### src/rtl/shot_clock_timebase.sv
// Front end of the shot clock: debounces the start/pause key, runs the
// IDLE/RUN/PAUSE state machine and divides the system clock down to 1 Hz.
module shot_clock_timebase #(
    parameter int CLK_HZ    = 50000000,
    parameter int DB_CYCLES = 1000000
) (
    input  logic clock,
    input  logic key2,
    input  logic key3,
    output logic sec_clk,
    output logic sec_tick,
    output logic running,
    output logic idle
);

    localparam int HALF  = CLK_HZ / 2;
    localparam int CNT_W = (HALF > 1) ? $clog2(HALF) : 1;
    localparam int DB_W  = (DB_CYCLES > 1) ? $clog2(DB_CYCLES) : 1;
    localparam logic [CNT_W-1:0] CNT_LAST = CNT_W'(HALF - 1);
    localparam logic [DB_W-1:0]  DB_LAST  = DB_W'(DB_CYCLES - 1);

    typedef enum logic [1:0] {
        ST_IDLE  = 2'd0,
        ST_RUN   = 2'd1,
        ST_PAUSE = 2'd2
    } state_t;

    state_t           state;
    logic [1:0]       sync_q;
    logic             db_level;
    logic [DB_W-1:0]  db_cnt;
    logic             press;
    logic [CNT_W-1:0] cnt;

    always_ff @(posedge clock or negedge key2) begin
        if (!key2) begin
            sync_q <= 2'b11;
        end else begin
            sync_q <= {sync_q[0], key3};
        end
    end

    // A level change is accepted only after DB_CYCLES consecutive cycles of
    // disagreement; press fires once when the accepted level falls.
    always_ff @(posedge clock or negedge key2) begin
        if (!key2) begin
            db_level <= 1'b1;
            db_cnt   <= '0;
            press    <= 1'b0;
        end else begin
            press <= 1'b0;
            if (sync_q[1] == db_level) begin
                db_cnt <= '0;
            end else if (db_cnt == DB_LAST) begin
                db_level <= sync_q[1];
                db_cnt   <= '0;
                press    <= ~sync_q[1];
            end else begin
                db_cnt <= db_cnt + DB_W'(1);
            end
        end
    end

    always_ff @(posedge clock or negedge key2) begin
        if (!key2) begin
            state   <= ST_IDLE;
            running <= 1'b0;
            idle    <= 1'b1;
        end else if (press) begin
            case (state)
                ST_IDLE: begin
                    state   <= ST_RUN;
                    running <= 1'b1;
                    idle    <= 1'b0;
                end
                ST_RUN: begin
                    state   <= ST_PAUSE;
                    running <= 1'b0;
                    idle    <= 1'b0;
                end
                ST_PAUSE: begin
                    state   <= ST_RUN;
                    running <= 1'b1;
                    idle    <= 1'b0;
                end
                default: begin
                    state   <= ST_IDLE;
                    running <= 1'b0;
                    idle    <= 1'b1;
                end
            endcase
        end
    end

    // Counts only in RUN so a paused partial second resumes where it stopped.
    always_ff @(posedge clock or negedge key2) begin
        if (!key2) begin
            cnt      <= '0;
            sec_clk  <= 1'b1;
            sec_tick <= 1'b0;
        end else begin
            sec_tick <= 1'b0;
            if (state == ST_RUN) begin
                if (cnt == CNT_LAST) begin
                    cnt      <= '0;
                    sec_clk  <= ~sec_clk;
                    sec_tick <= ~sec_clk;
                end else begin
                    cnt <= cnt + CNT_W'(1);
                end
            end
        end
    end

endmodule

### config.mk
export PLATFORM = sky130hd
export DESIGN_NAME = shot_clock_timebase
export DESIGN_NICKNAME = d
export VERILOG_FILES = /design/src/rtl/shot_clock_timebase.sv
export SDC_FILE = /design/constraint.sdc
export NUM_CORES = 1
export LEC_CHECK = 0
export BUFFER_PORTS_ARGS = -buffer_cell sky130_fd_sc_hd__buf_4
export CAP_MARGIN = 20
export CORE_ASPECT_RATIO = 1.75
export CORE_MARGIN = 4
export CORE_UTILIZATION = 25
export CTS_BUF_LIST = sky130_fd_sc_hd__clkbuf_2 sky130_fd_sc_hd__clkbuf_4 sky130_fd_sc_hd__clkbuf_8
export CTS_CLUSTER_DIAMETER = 50
export DETAILED_ROUTE_END_ITERATION = 8
export HOLD_SLACK_MARGIN = 0.15
export PLACE_DENSITY = 0.46
export SETUP_SLACK_MARGIN = 0.05
export SLEW_MARGIN = 0
export SYNTH_ARGS = -nofsm -noshare
export SYNTH_HDL_FRONTEND = slang
export SYNTH_SLANG_ARGS = --single-unit
### constraint.sdc
create_clock -name clock -period 5.2 [get_ports clock]
set_clock_uncertainty 0.1 [all_clocks]
set_input_delay 0.26 -clock clock [delete_from_list [all_inputs] [get_ports clock]]
set_output_delay 0.26 -clock clock [all_outputs]
set_load 0.1 [all_outputs]
# Yosys cells after proc, flatten, opt, wreduce, memory -nomap -nowiden
# Index checks and enable logic that the tools add are counted.
# classes
reduce_logical,5
n_mux,10
bitwise_logic,3
n_addsub,2
eq_ne,5
# ops
operator,n
$mux 20,2
$add 25x1->25 const B,1
$eq 25x25->1 const B,1
$mux 25,1
$add 20x1->20 const B,1
$eq 20x20->1 const B,1
$mux 1,6
$pmux 2 s2,1
$reduce_and 2->1,2
$not 1->1,3
$reduce_or 3->1,1
$eq 2x1->1 const B,1
$eq 2x2->1 const B,1
$logic_not 2->1,1
$reduce_or 2->1,1
$eq 1x1->1,1
# word_totals
in_bits,3
out_inout_bits,4
ff_bits,55
elab_cells,35

# Longest topological paths before layout
# depth
ltp_word,3
mapped_depth,7

# Worst setup path after synthesis
# No wires, ideal clock.
# synth_timing
kind,register -> register
start,reg cnt[0]
end,reg cnt[24]
path_stages_with_launch,8
period_less_slack_ps,1999
arrival_ps,1774
required_time_ps,4975
path_slack_ps,3201
setup_time_ps,125
path_cell_list,dfrtp_1 ha_1 and4_2 nand4_1 or3_1 buf_6 and3_1 mux2_2
# synth_via
elab_chain_len,2
elab_cells_between_ends,3
cone_classes,add/sub: 1; eq/ne: 1; mux: 1
# synth_rtl
element,line_no,text
from (decl),33,logic [CNT_W-1:0] cnt;
from (signal assigned),109,cnt <= cnt + CNT_W'(1);
$add 25x1->25 / $eq 25x25->1 (equally long branches),"109, 104",
$mux 25 *,104,if (cnt == CNT_LAST) begin
# Mark *: on every way between the ends. The rest lies on a longest branch, timed or not.
# A chain may end at the register's enable or synchronous reset.

# Worst setup path in the final report
# layout_timing
start,reg state[1]
end,reg cnt[21]
# layout_via
elab_chain_len,1
# layout_rtl
element,line_no,text
from (decl),28,state_t state;
from (signal assigned),66,state <= ST_IDLE;
from (signal assigned),72,state <= ST_RUN;
from (signal assigned),77,state <= ST_PAUSE;
$eq 2x1->1,103,if (state == ST_RUN) begin
# Every way passes these cells.

==> results.tsv <==
metric	value	unit
max_cap_viol_count	0	
gp_congestion	0.775	
worstPathRequired	5.34	ns
layout-drive-gt1-share	0.119	
p_leak	1.28	nW
ff_latch_area	1380	um2
swShare	0.222	
avgSynthCellArea	10.1	um2
report.final.slew_viol_count	0	
finalInstanceArea	2920	um2
tightest_slew	0.702	ns
p_per_area	238	nW/um2
routed_via_density	4.72	
num_io_pins	7	
root_buffer	clkbuf_8	
slew_headroom	0.532	
num_vias	1871	
first_iter_violations	71	
synth_top_cell_area_share	0.469	
wl_per_cell	13.6	um
seq_power_share	0.623	
numCtsBuffers	5	
setup_slack	2.83	ns
hold_path.class	reg -> reg	
ys_ff_latch	55	
cts_tree	built	
synthArstFlopShare	1.00	
detailedPlace.worstSlack	2.48	ns
setup_tns	0	ns
rows	49	
core_area	10400	um2
antenna_left	0	
worstSetupPathType	reg -> reg	
clkSinkCount	55	
hold_violations	0	
dpl.hpwl	3730	um
ctsResizeCount	0	
cts-htree-levels	2	
ys.flop_type	dfrtp_1	
die_h	145	um
setup_viol	0	
synth.most_common_cell	dfrtp_1	
switching_power	0.154	mW
port_buffers	6	
synthTopCellsByCount	50 x dfrtp_1, 29 x nor2_1, 20 x nand2_1	
fin_crit_sh	0.455	
synthCells	263	
clk_latency	0.31	ns
pwr-share-clk	0.353	
drc	0	
wirelength	5390	um
placed_area	2810	um2
grt_pass1_wl	9320	um
hold_path.startpoint	sync_q[0]	
initial_core_util	0.257	
p_int	0.541	mW
crit_start	state[1]	
nets	273	
synth_nets	268	
drt_pass1_iterations	4	
synth_edf_count	0	
yosysSeqAreaShare	0.518	
die-area	12500	um2
clkTransAtPathRegs	0.10	ns
yosys_warnings	0	
yosys.area.top_type	dfrtp_1	
power_frac_comb	0.024	
start_kind	flop	
n_fill_cell	1063	
rsz0062_at_grt	no	
fmax	0.423	GHz
vdd_drop_max	0.143	mV
syn2layout_area_growth	9.57	%
period_minus_slack	2.37	ns
multiInputGateArea	1200	um2
n_antenna_cell	0	
whs	0.259	ns
grt_pass1_vias	1974	
end_kind	flop	
grtUsageTotal	0.0951	
grt_overflow_total	0	
clk_path_buf_depth	2	
die_x	86.1	um
grt_max_degree	56	
synth.area.top_cells	dfrtp_1 47%, xor2_1 6.2%, dfstp_2 4.9%, nor2_1 4.1%, xnor2_1 3.3%	
reg2reg_from	state[1]	
yosysUniqueCellTypes	43	
synth_area	2670	um2
crit_fanout	16	
status	completed	
arrival	2.51	ns
antenna_found_initial	0	
-- registers in the layout, indices dropped and copies added, names as in the netlist --
register and cells:
running 1, idle 1, cnt 25, sync_q 2
press 1, sec_tick 1, state 2, db_level 1
db_cnt 20, sec_clk 1
-- area by class of cell --
type	count	area share
clock inverters	1	0.00171
clock buffers	7	0.0287
well taps	127	0.0544
repair buffers	9	0.0248
inverters	6	0.00771
flip-flops and latches	55	0.473
multi-input cells	191	0.410
-- cell families (layout without fill, tap and decap cells) --
group / count (synthesis) / count (layout) / share of synthesized area
and+or+nand+nor: 123 / 123 / 0.257
DFF: 55 / 55 / 0.518
AOI/OAI and AO/OA: 33 / 33 / 0.0713
xor gates and xnor gates: 29 / 29 / 0.0952
buffers and inverters: 17 / 23 / 0.0328
muxes: 4 / 4 / 0.0164
adders and majority gates: 2 / 2 / 0.00938
-- stage by stage --
step / power, mW / instances / util
floorplan: 0.448 / 263 / -
global route: 0.732 / 396 / 0.282
CTS: 0.711 / 395 / 0.281
detailed placement: 0.458 / 385 / 0.271
global placement: 0.458 / 385 / 0.271
finish: 0.695 / 396 / 0.282
-- routing by layer --
metal	up-vias	GRT usage	routed length (um)	part of all wire
li1	936	-	-	-
met1	905	0.0992	2180	0.40
met2	20	0.177	2930	0.54
met3	10	0.0187	120	0.022
met4	0	0.0484	157	0.029
met5	-	0	0	0
-- worst paths after layout --
check | endpoint | depth (start not counted) | slack (ns)
max in group asynchronous | db_cnt[13] | 2 | 4.10
max | cnt[21] | 5 | 2.83
min | sync_q[1] | 0 | 0.26
max reg2reg | cnt[21] | 5 | 2.83
min reg2reg | sync_q[1] | 0 | 0.26
min in group asynchronous | cnt[7] | 2 | 0.44
-- power groups by stage --
stage	logic, mW	clock network, mW	registers [mW]
2_1_floorplan	0.00662	0	0.441
3_3_place_gp	0.0167	0	0.441
3_5_place_dp	0.0168	0	0.441
4_1_cts	0.0182	0.260	0.433
5_1_grt	0.0205	0.277	0.434
6_report	0.0167	0.245	0.433
-- placed cells by master (no fill, tap or decap), types with 6 or more instances in the layout --
master and n:
xnor2_1 10, o21ai_0 15, nand2_1 20, dfrtp_1 50, nor4_1 6, nor2_1 29, and3_1 8, nand3_1 17
a21oi_1 8, inv_1 6, xor2_1 19, buf_4 6, a21o_1 6, nand4_1 12
-- timing repair --
item / 4_1_cts / 5_1_grt
hold buffers: 2 / 0
hold endpoints to repair: 51 / 0
endpoints found under the setup margin: 0 / 0
buffers inserted: 0 / 0
-- worst max-delay path, cell delays in order (launching register included) --
cell      delay (ns)
dfrtp_1         0.41
nand2b_1        0.45
nor3_2          0.56
nand3_1         0.26
or3_1           0.36
a21boi_0        0.16
(Power assumes the default switching activity.)
